--- src/rtl/controller_sequencer_pkg.sv ---
// Shared constants for the SAP-1 style controller/sequencer: opcodes, T-states,
// control-word bit positions and the all-inactive control word.
package controller_sequencer_pkg;

  localparam int CW_W = 12;

  localparam logic [3:0] OP_LDA = 4'b0000;
  localparam logic [3:0] OP_ADD = 4'b0001;
  localparam logic [3:0] OP_SUB = 4'b0010;
  localparam logic [3:0] OP_OUT = 4'b1110;
  localparam logic [3:0] OP_HLT = 4'b1111;

  // Encoding doubles as the t_state output value (HALT reads as 0).
  typedef enum logic [2:0] {
    S_HALT = 3'd0,
    S_T1   = 3'd1,
    S_T2   = 3'd2,
    S_T3   = 3'd3,
    S_T4   = 3'd4,
    S_T5   = 3'd5,
    S_T6   = 3'd6
  } state_t;

  localparam int CW_CP   = 11;
  localparam int CW_EP   = 10;
  localparam int CW_LM_N = 9;
  localparam int CW_CE_N = 8;
  localparam int CW_LI_N = 7;
  localparam int CW_EI_N = 6;
  localparam int CW_LA_N = 5;
  localparam int CW_EA   = 4;
  localparam int CW_SU   = 3;
  localparam int CW_EU   = 2;
  localparam int CW_LB_N = 1;
  localparam int CW_LO_N = 0;

  localparam logic [CW_W-1:0] CW_INACTIVE = 12'h3E3;

endpackage

--- src/rtl/controller_sequencer_decode.sv ---
// Combinational control-word decode from (T-state, opcode). Opcode is only
// consulted in T4..T6.
module controller_decode
  import controller_sequencer_pkg::*;
(
  input  state_t          state,
  input  logic [3:0]      opcode,
  output logic [CW_W-1:0] cw
);

  always_comb begin
    cw = CW_INACTIVE;
    case (state)
      S_T1: begin cw[CW_EP] = 1'b1; cw[CW_LM_N] = 1'b0; end
      S_T2: cw[CW_CP] = 1'b1;
      S_T3: begin cw[CW_CE_N] = 1'b0; cw[CW_LI_N] = 1'b0; end
      S_T4: begin
        case (opcode)
          OP_LDA, OP_ADD, OP_SUB: begin cw[CW_EI_N] = 1'b0; cw[CW_LM_N] = 1'b0; end
          OP_OUT: begin cw[CW_EA] = 1'b1; cw[CW_LO_N] = 1'b0; end
          default: ;
        endcase
      end
      S_T5: begin
        case (opcode)
          OP_LDA: begin cw[CW_CE_N] = 1'b0; cw[CW_LA_N] = 1'b0; end
          OP_ADD, OP_SUB: begin cw[CW_CE_N] = 1'b0; cw[CW_LB_N] = 1'b0; end
          default: ;
        endcase
      end
      S_T6: begin
        if (opcode == OP_ADD || opcode == OP_SUB) begin
          cw[CW_EU]   = 1'b1;
          cw[CW_LA_N] = 1'b0;
          cw[CW_SU]   = (opcode == OP_SUB);
        end
      end
      default: ;
    endcase
  end

endmodule

--- src/rtl/controller_sequencer.sv ---
// Ring-counter sequencer T1..T6 with absorbing HALT; outputs forced inactive
// while reset is held.
module controller_sequencer
  import controller_sequencer_pkg::*;
(
  input  logic       clk,
  input  logic       rst_n,
  input  logic [3:0] opcode,
  output logic       cp,
  output logic       ep,
  output logic       lm_n,
  output logic       ce_n,
  output logic       li_n,
  output logic       ei_n,
  output logic       la_n,
  output logic       ea,
  output logic       su,
  output logic       eu,
  output logic       lb_n,
  output logic       lo_n,
  output logic [2:0] t_state,
  output logic       halted,
  output logic       instr_done
);

  state_t          state, state_nxt;
  logic            run;
  logic [CW_W-1:0] cw_dec, cw;

  // run holds T1 across the first edge after release, so T1 always gets a full cycle.
  always_ff @(posedge clk or negedge rst_n) begin
    if (!rst_n) begin
      state <= S_T1;
      run   <= 1'b0;
    end else begin
      state <= state_nxt;
      run   <= 1'b1;
    end
  end

  always_comb begin
    state_nxt = state;
    case (state)
      S_T1:    state_nxt = run ? S_T2 : S_T1;
      S_T2:    state_nxt = S_T3;
      S_T3:    state_nxt = S_T4;
      S_T4:    state_nxt = (opcode == OP_HLT) ? S_HALT : S_T5;
      S_T5:    state_nxt = S_T6;
      S_T6:    state_nxt = S_T1;
      S_HALT:  state_nxt = S_HALT;
      default: state_nxt = S_T1;
    endcase
  end

  controller_decode u_decode (
    .state  (state),
    .opcode (opcode),
    .cw     (cw_dec)
  );

  always_comb begin
    cw         = rst_n ? cw_dec : CW_INACTIVE;
    t_state    = state;
    halted     = rst_n && (state == S_HALT);
    instr_done = rst_n && (state == S_T6);
  end

  assign cp   = cw[CW_CP];
  assign ep   = cw[CW_EP];
  assign lm_n = cw[CW_LM_N];
  assign ce_n = cw[CW_CE_N];
  assign li_n = cw[CW_LI_N];
  assign ei_n = cw[CW_EI_N];
  assign la_n = cw[CW_LA_N];
  assign ea   = cw[CW_EA];
  assign su   = cw[CW_SU];
  assign eu   = cw[CW_EU];
  assign lb_n = cw[CW_LB_N];
  assign lo_n = cw[CW_LO_N];

endmodule

--- config.mk ---
export PLATFORM = sky130hd
export DESIGN_NAME = controller_sequencer
export DESIGN_NICKNAME = d
export VERILOG_FILES = /design/src/rtl/controller_sequencer_pkg.sv /design/src/rtl/controller_sequencer_decode.sv /design/src/rtl/controller_sequencer.sv
export SDC_FILE = /design/constraint.sdc
export NUM_CORES = 1
export LEC_CHECK = 0
export ABC_CLOCK_PERIOD_IN_PS = 1600
export BUFFER_PORTS_ARGS = -buffer_cell sky130_fd_sc_hd__buf_2
export CAP_MARGIN = 20
export CORE_AREA = 5 5 42 44
export CTS_BUF_LIST = sky130_fd_sc_hd__clkbuf_16
export DETAILED_ROUTE_END_ITERATION = 6
export DIE_AREA = 0 0 47 49
export SYNTH_ARGS = -nofsm -noshare
export SYNTH_HDL_FRONTEND = slang
export SYNTH_HIERARCHICAL = 1
export SYNTH_SLANG_ARGS = --single-unit
--- constraint.sdc ---
create_clock -name clk -period 1.6 [get_ports clk]
set_clock_uncertainty 0.05 [all_clocks]
set_input_delay 0 -clock clk [delete_from_list [all_inputs] [get_ports clk]]
set_output_delay 0 -clock clk [all_outputs]
set_load 0.005 [all_outputs]
# Word-level counts from Yosys, hierarchy flattened
# Cells that the tools add are included.
# word_totals
elab_cells	41
ff_bits	4
out_inout_bits	17
in_bits	6
# op_classes
muxes	22
n_reduce_logical	7
eq_ne	10
# op_table
cell	count
$pmux 3 s6	1
$mux 1	13
$mux 12	1
$eq 3x3->1 const B	3
$eq 4x4->1 const B	2
$eq 3x2->1 const B	2
$mux 2	3
$pmux 1 s2	3
$eq 4x1->1 const B	1
$eq 4x2->1 const B	1
$logic_not 4->1	1
$eq 3x1->1 const B	1
$logic_not 3->1	1
$mux 3	1
$reduce_or 3->1	1
$logic_and 1x1->1	2
$reduce_or 2->1	1
$logic_or 1x1->1	1

# Longest topological paths before layout
# depth
depth_word	5
depth_mapped	4
ltp_nobuf	4

# Hierarchy
# The synthesis kept the hierarchy.
# modules_own_cells
mod	cells_per_inst	area_each_um2	n_inst	seq_area_each_um2
controller_sequencer	33	282.8	1	101.3
controller_decode	26	168.9	1	0.0

# Worst setup path before layout
# Ideal clock, no wire load.
# synth_timing
kind	flip-flop to output port
startpoint	register state[2] (netlist: t_state[2])
endpoint	output port ce_n
stages_incl_launch_ff	5
required_ps	1550
path_slack_ps	234
t_arrival_ps	1316
path_buffers	0
cell_sequence	dfrtp_1 -> nor3b_4 -> nand3_1 -> and2_1 -> or2b_1
# synth_between
elab_chain_len	3
word_cells_on_any_way	4
cone_classes	eq/ne (2); mux (2)
# synth_rtl
element	line	text
start: declaration	controller_sequencer.sv:26	state_t state, state_nxt;
start signal: assignment	controller_sequencer.sv:36	state <= state_nxt;
$eq 3x3->1 or $eq 3x2->1 (tied branches)	controller_sequencer_decode.sv:13	case (state)
$pmux 1 s2 (*)	controller_sequencer_decode.sv:13	
named net cw_dec[8]	controller_sequencer.sv:28	logic [CW_W-1:0] cw_dec, cw;
$mux 12 (*)	controller_sequencer.sv:62	cw = rst_n ? cw_dec : CW_INACTIVE;
end: declaration	controller_sequencer.sv:12	output logic ce_n,
# Mark *: on every way through the listed nets, which the timed path passes. The rest lies on a longest branch.

# Worst setup path after layout
# layout_timing
startpoint	register state[0] (netlist: t_state[0])
endpoint	output port ce_n
# The elaborated chain is that of the path after synthesis.

==> impl_metrics.ini <==
[route]
vias_per_cell = 4.91
wl_met1_um = 463
routed_wl_mm = 1.23
wl_met3_um = 77
top_layer_used = met4
first_pass_iters = 4
route.detailed.drc = 0
wl_per_cell_um = 11.6
drtIter0Drc = 3
ant_nets = 0
vias = 520
wl_met2_um = 641

[worst_setup_path]
critPathMaxStageDelay_ns = 0.57
critPathLaunchType = flip-flop
cp_max_fo = 6
cp.arrival_ns = 1.51
cp-end-kind = output port
cpLargestDelayFamily = simple AND/OR/NAND/NOR gates
cpMaxStageDelayCell = dfstp_2
worstPathRequired_ns = 1.55
path_buf_inv = 1
path_class = flip-flop to output port
crit_path_cell_trace = nor2b_4 -> nand3_1 -> and2_1 -> or2b_1 -> buf_2

[cts]
cts.sinks = 4
ctsLongestPathBuffers = 2
h-tree-depth = 1
clk_transition_reported_paths_ns = 0.03
cts_tree = done
cts_buffers = 3
clock-root-buffer = clkbuf_16
clkLatencyLatePin_ns = 0.23

[sta]
drv_slew = 0
setup_viol = 0
fin_setup_tns_ns = 0
layout_min_cycle_time_ns = 1.56
hold_viol = 0
timing.fmax_ghz = 0.643
setup_ws_ns = 0.0437
rsz0062_at_grt = yes
post-route-period-util_pct = 97.3

[die]
ios = 23
num_rows = 14
die-area_mm2 = 0.00230
initial_utilization_pct = 32.2
die_y_um = 49
dieWidth_um = 47
core-area_mm2 = 0.00140

[global_routing]
grt_first_pass_wirelength_mm = 1.90
track_usage_pct = 11.7
grt_max_degree = 19
antenna_found_initial = 0
grt_pass1_vias = 444
overflow = 0

[placed_design]
dp_hpwl_um = 820
gp_congestion = 0.791
portBuffers = 22
place_area_um2 = 592
pre_cts_ws_ns = 0.145

[pwr]
leakage_nw = 0.334
ir_drop_v = 0.00109
pwr_density_cell_mw_per_mm2 = 1560

[layout]
final_area_um2 = 727
drive_gt1_share_pct = 46.7
diodes = 0
nets = 97
fillers = 145
synthToLayoutAreaGrowth_pct = 60.9

[synthesis]
synth_top_area_cell = dfrtp_1
yosysWarnings = 6
ys_top_cells_by_area = dfrtp_1 (17%), or2b_1 (12%), and2_1 (8.3%)
netlist_area_um2 = 452
synthTopCellsByCount = or2b_1 (7), and2_1 (6), nor2_1 (6), nand2_1 (5), o21ai_0 (5)
synth_nets = 65
synth_top_area_share_pct = 16.6
synth_edf_count = 0
ys_seq_area_share_pct = 22.4
postSynthAreaPerCell_um2 = 7.66
synth_ff_type = dfrtp_1
synth_seq_cells = 4
yosysMostFrequentCell = or2b_1
syn_inst = 59
ys_types = 26
synthArstFlopShare_pct = 100

[worst_hold_path]
min_path_type = input port to async pin

[run]
max_cap_violations = 0

[status]
outcome = complete, no violations
==> sequential cells by signal, summed over array words and instances, names as in the netlist <==
| register | cells |
|---|---|
| t_state | 3 |
| run | 1 |
==> routing by layer <==
metal	vias to the layer above	track usage [%]
met5	-	0
met4	0	11.1
met3	5	3.32
met2	12	17.0
met1	241	12.8
li1	262	-
==> where the power goes <==
| group | internal (mW) | switching, mW | total (mW) | leakage, nW |
|---|---|---|---|---|
| combinational | 0.273 | 0.250 | 0.523 | 0.245 |
| sequential | 0.150 | 0.0585 | 0.208 | 0.0465 |
| clock | 0.323 | 0.0778 | 0.401 | 0.0423 |
| total | 0.746 | 0.386 | 1.13 | 0.334 |
==> final cells by class <==
type | instances | area (um2) | share of cell area [%]
Clock buffer | 3 | 75.1 | 10.3
Inverter | 1 | 3.75 | 0.516
Sequential cell | 4 | 103 | 14.1
Timing Repair Buffer | 28 | 158 | 21.7
Clock inverter | 1 | 3.75 | 0.516
Multi-Input combinational cell | 53 | 364 | 50.1
Tap cell | 16 | 20.0 | 2.75
==> stage by stage <==
step / hold WS [ns] / power [mW] / util [%] / instances
after detailed placement: -0.169 / 0.636 / 42.2 / 98
final: 0.126 / 1.13 / 51.9 / 106
after global placement: -0.176 / 0.630 / 42.2 / 98
after global routing: 0.165 / 1.22 / 51.9 / 106
after floorplan: -0.346 / 0.469 / - / 59
after CTS: 0.126 / 1.09 / 49.6 / 105
==> path summary, 6_finish.rpt <==
path	start	end	slack [ns]	cells past startpoint
min in group clk	opcode[0]	t_state[0]	0.15	4
setup reg to reg	t_state[0]	t_state[0]	0.48	3
hold reg to reg	run	t_state[0]	0.53	3
hold / removal	rst_n	run	0.13	2
max in group asynchronous	rst_n	t_state[0]	1.10	2
setup / recovery	t_state[0]	ce_n	0.04	5
==> cell families (layout without fill, tap and decap cells) <==
group	after synthesis	after routing	synth area share, %
other cells	1	1	0.830
buf+inv	2	33	1.94
simple gates	44	44	63.7
xor+xnor	1	1	1.94
compound gates	6	6	6.93
mux	1	1	2.22
flops	4	4	22.4
==> what timing repair did <==
action | in CTS | in global routing
hold buffers | 1 | 0
endpoints found under the setup margin | 3 | 5
setup buffers | 2 | 1
pin swaps | 0 | 0
gates resized for setup | 0 | 6
endpoints found under the hold margin | 4 | 0
==> cells in the final DEF (no fill, tap or decap), types with 2 or more instances in the layout <==
master / instances
and2_1: 6
buf_2: 22
buf_4: 5
clkbuf_16: 3
dfrtp_1: 2
nand2_1: 5
nand2b_1: 2
nand3_1: 2
nand4_1: 2
nor2_1: 5
nor2b_4: 2
nor3_1: 2
o21ai_0: 5
or2b_1: 7
(Power assumes the default switching activity.)
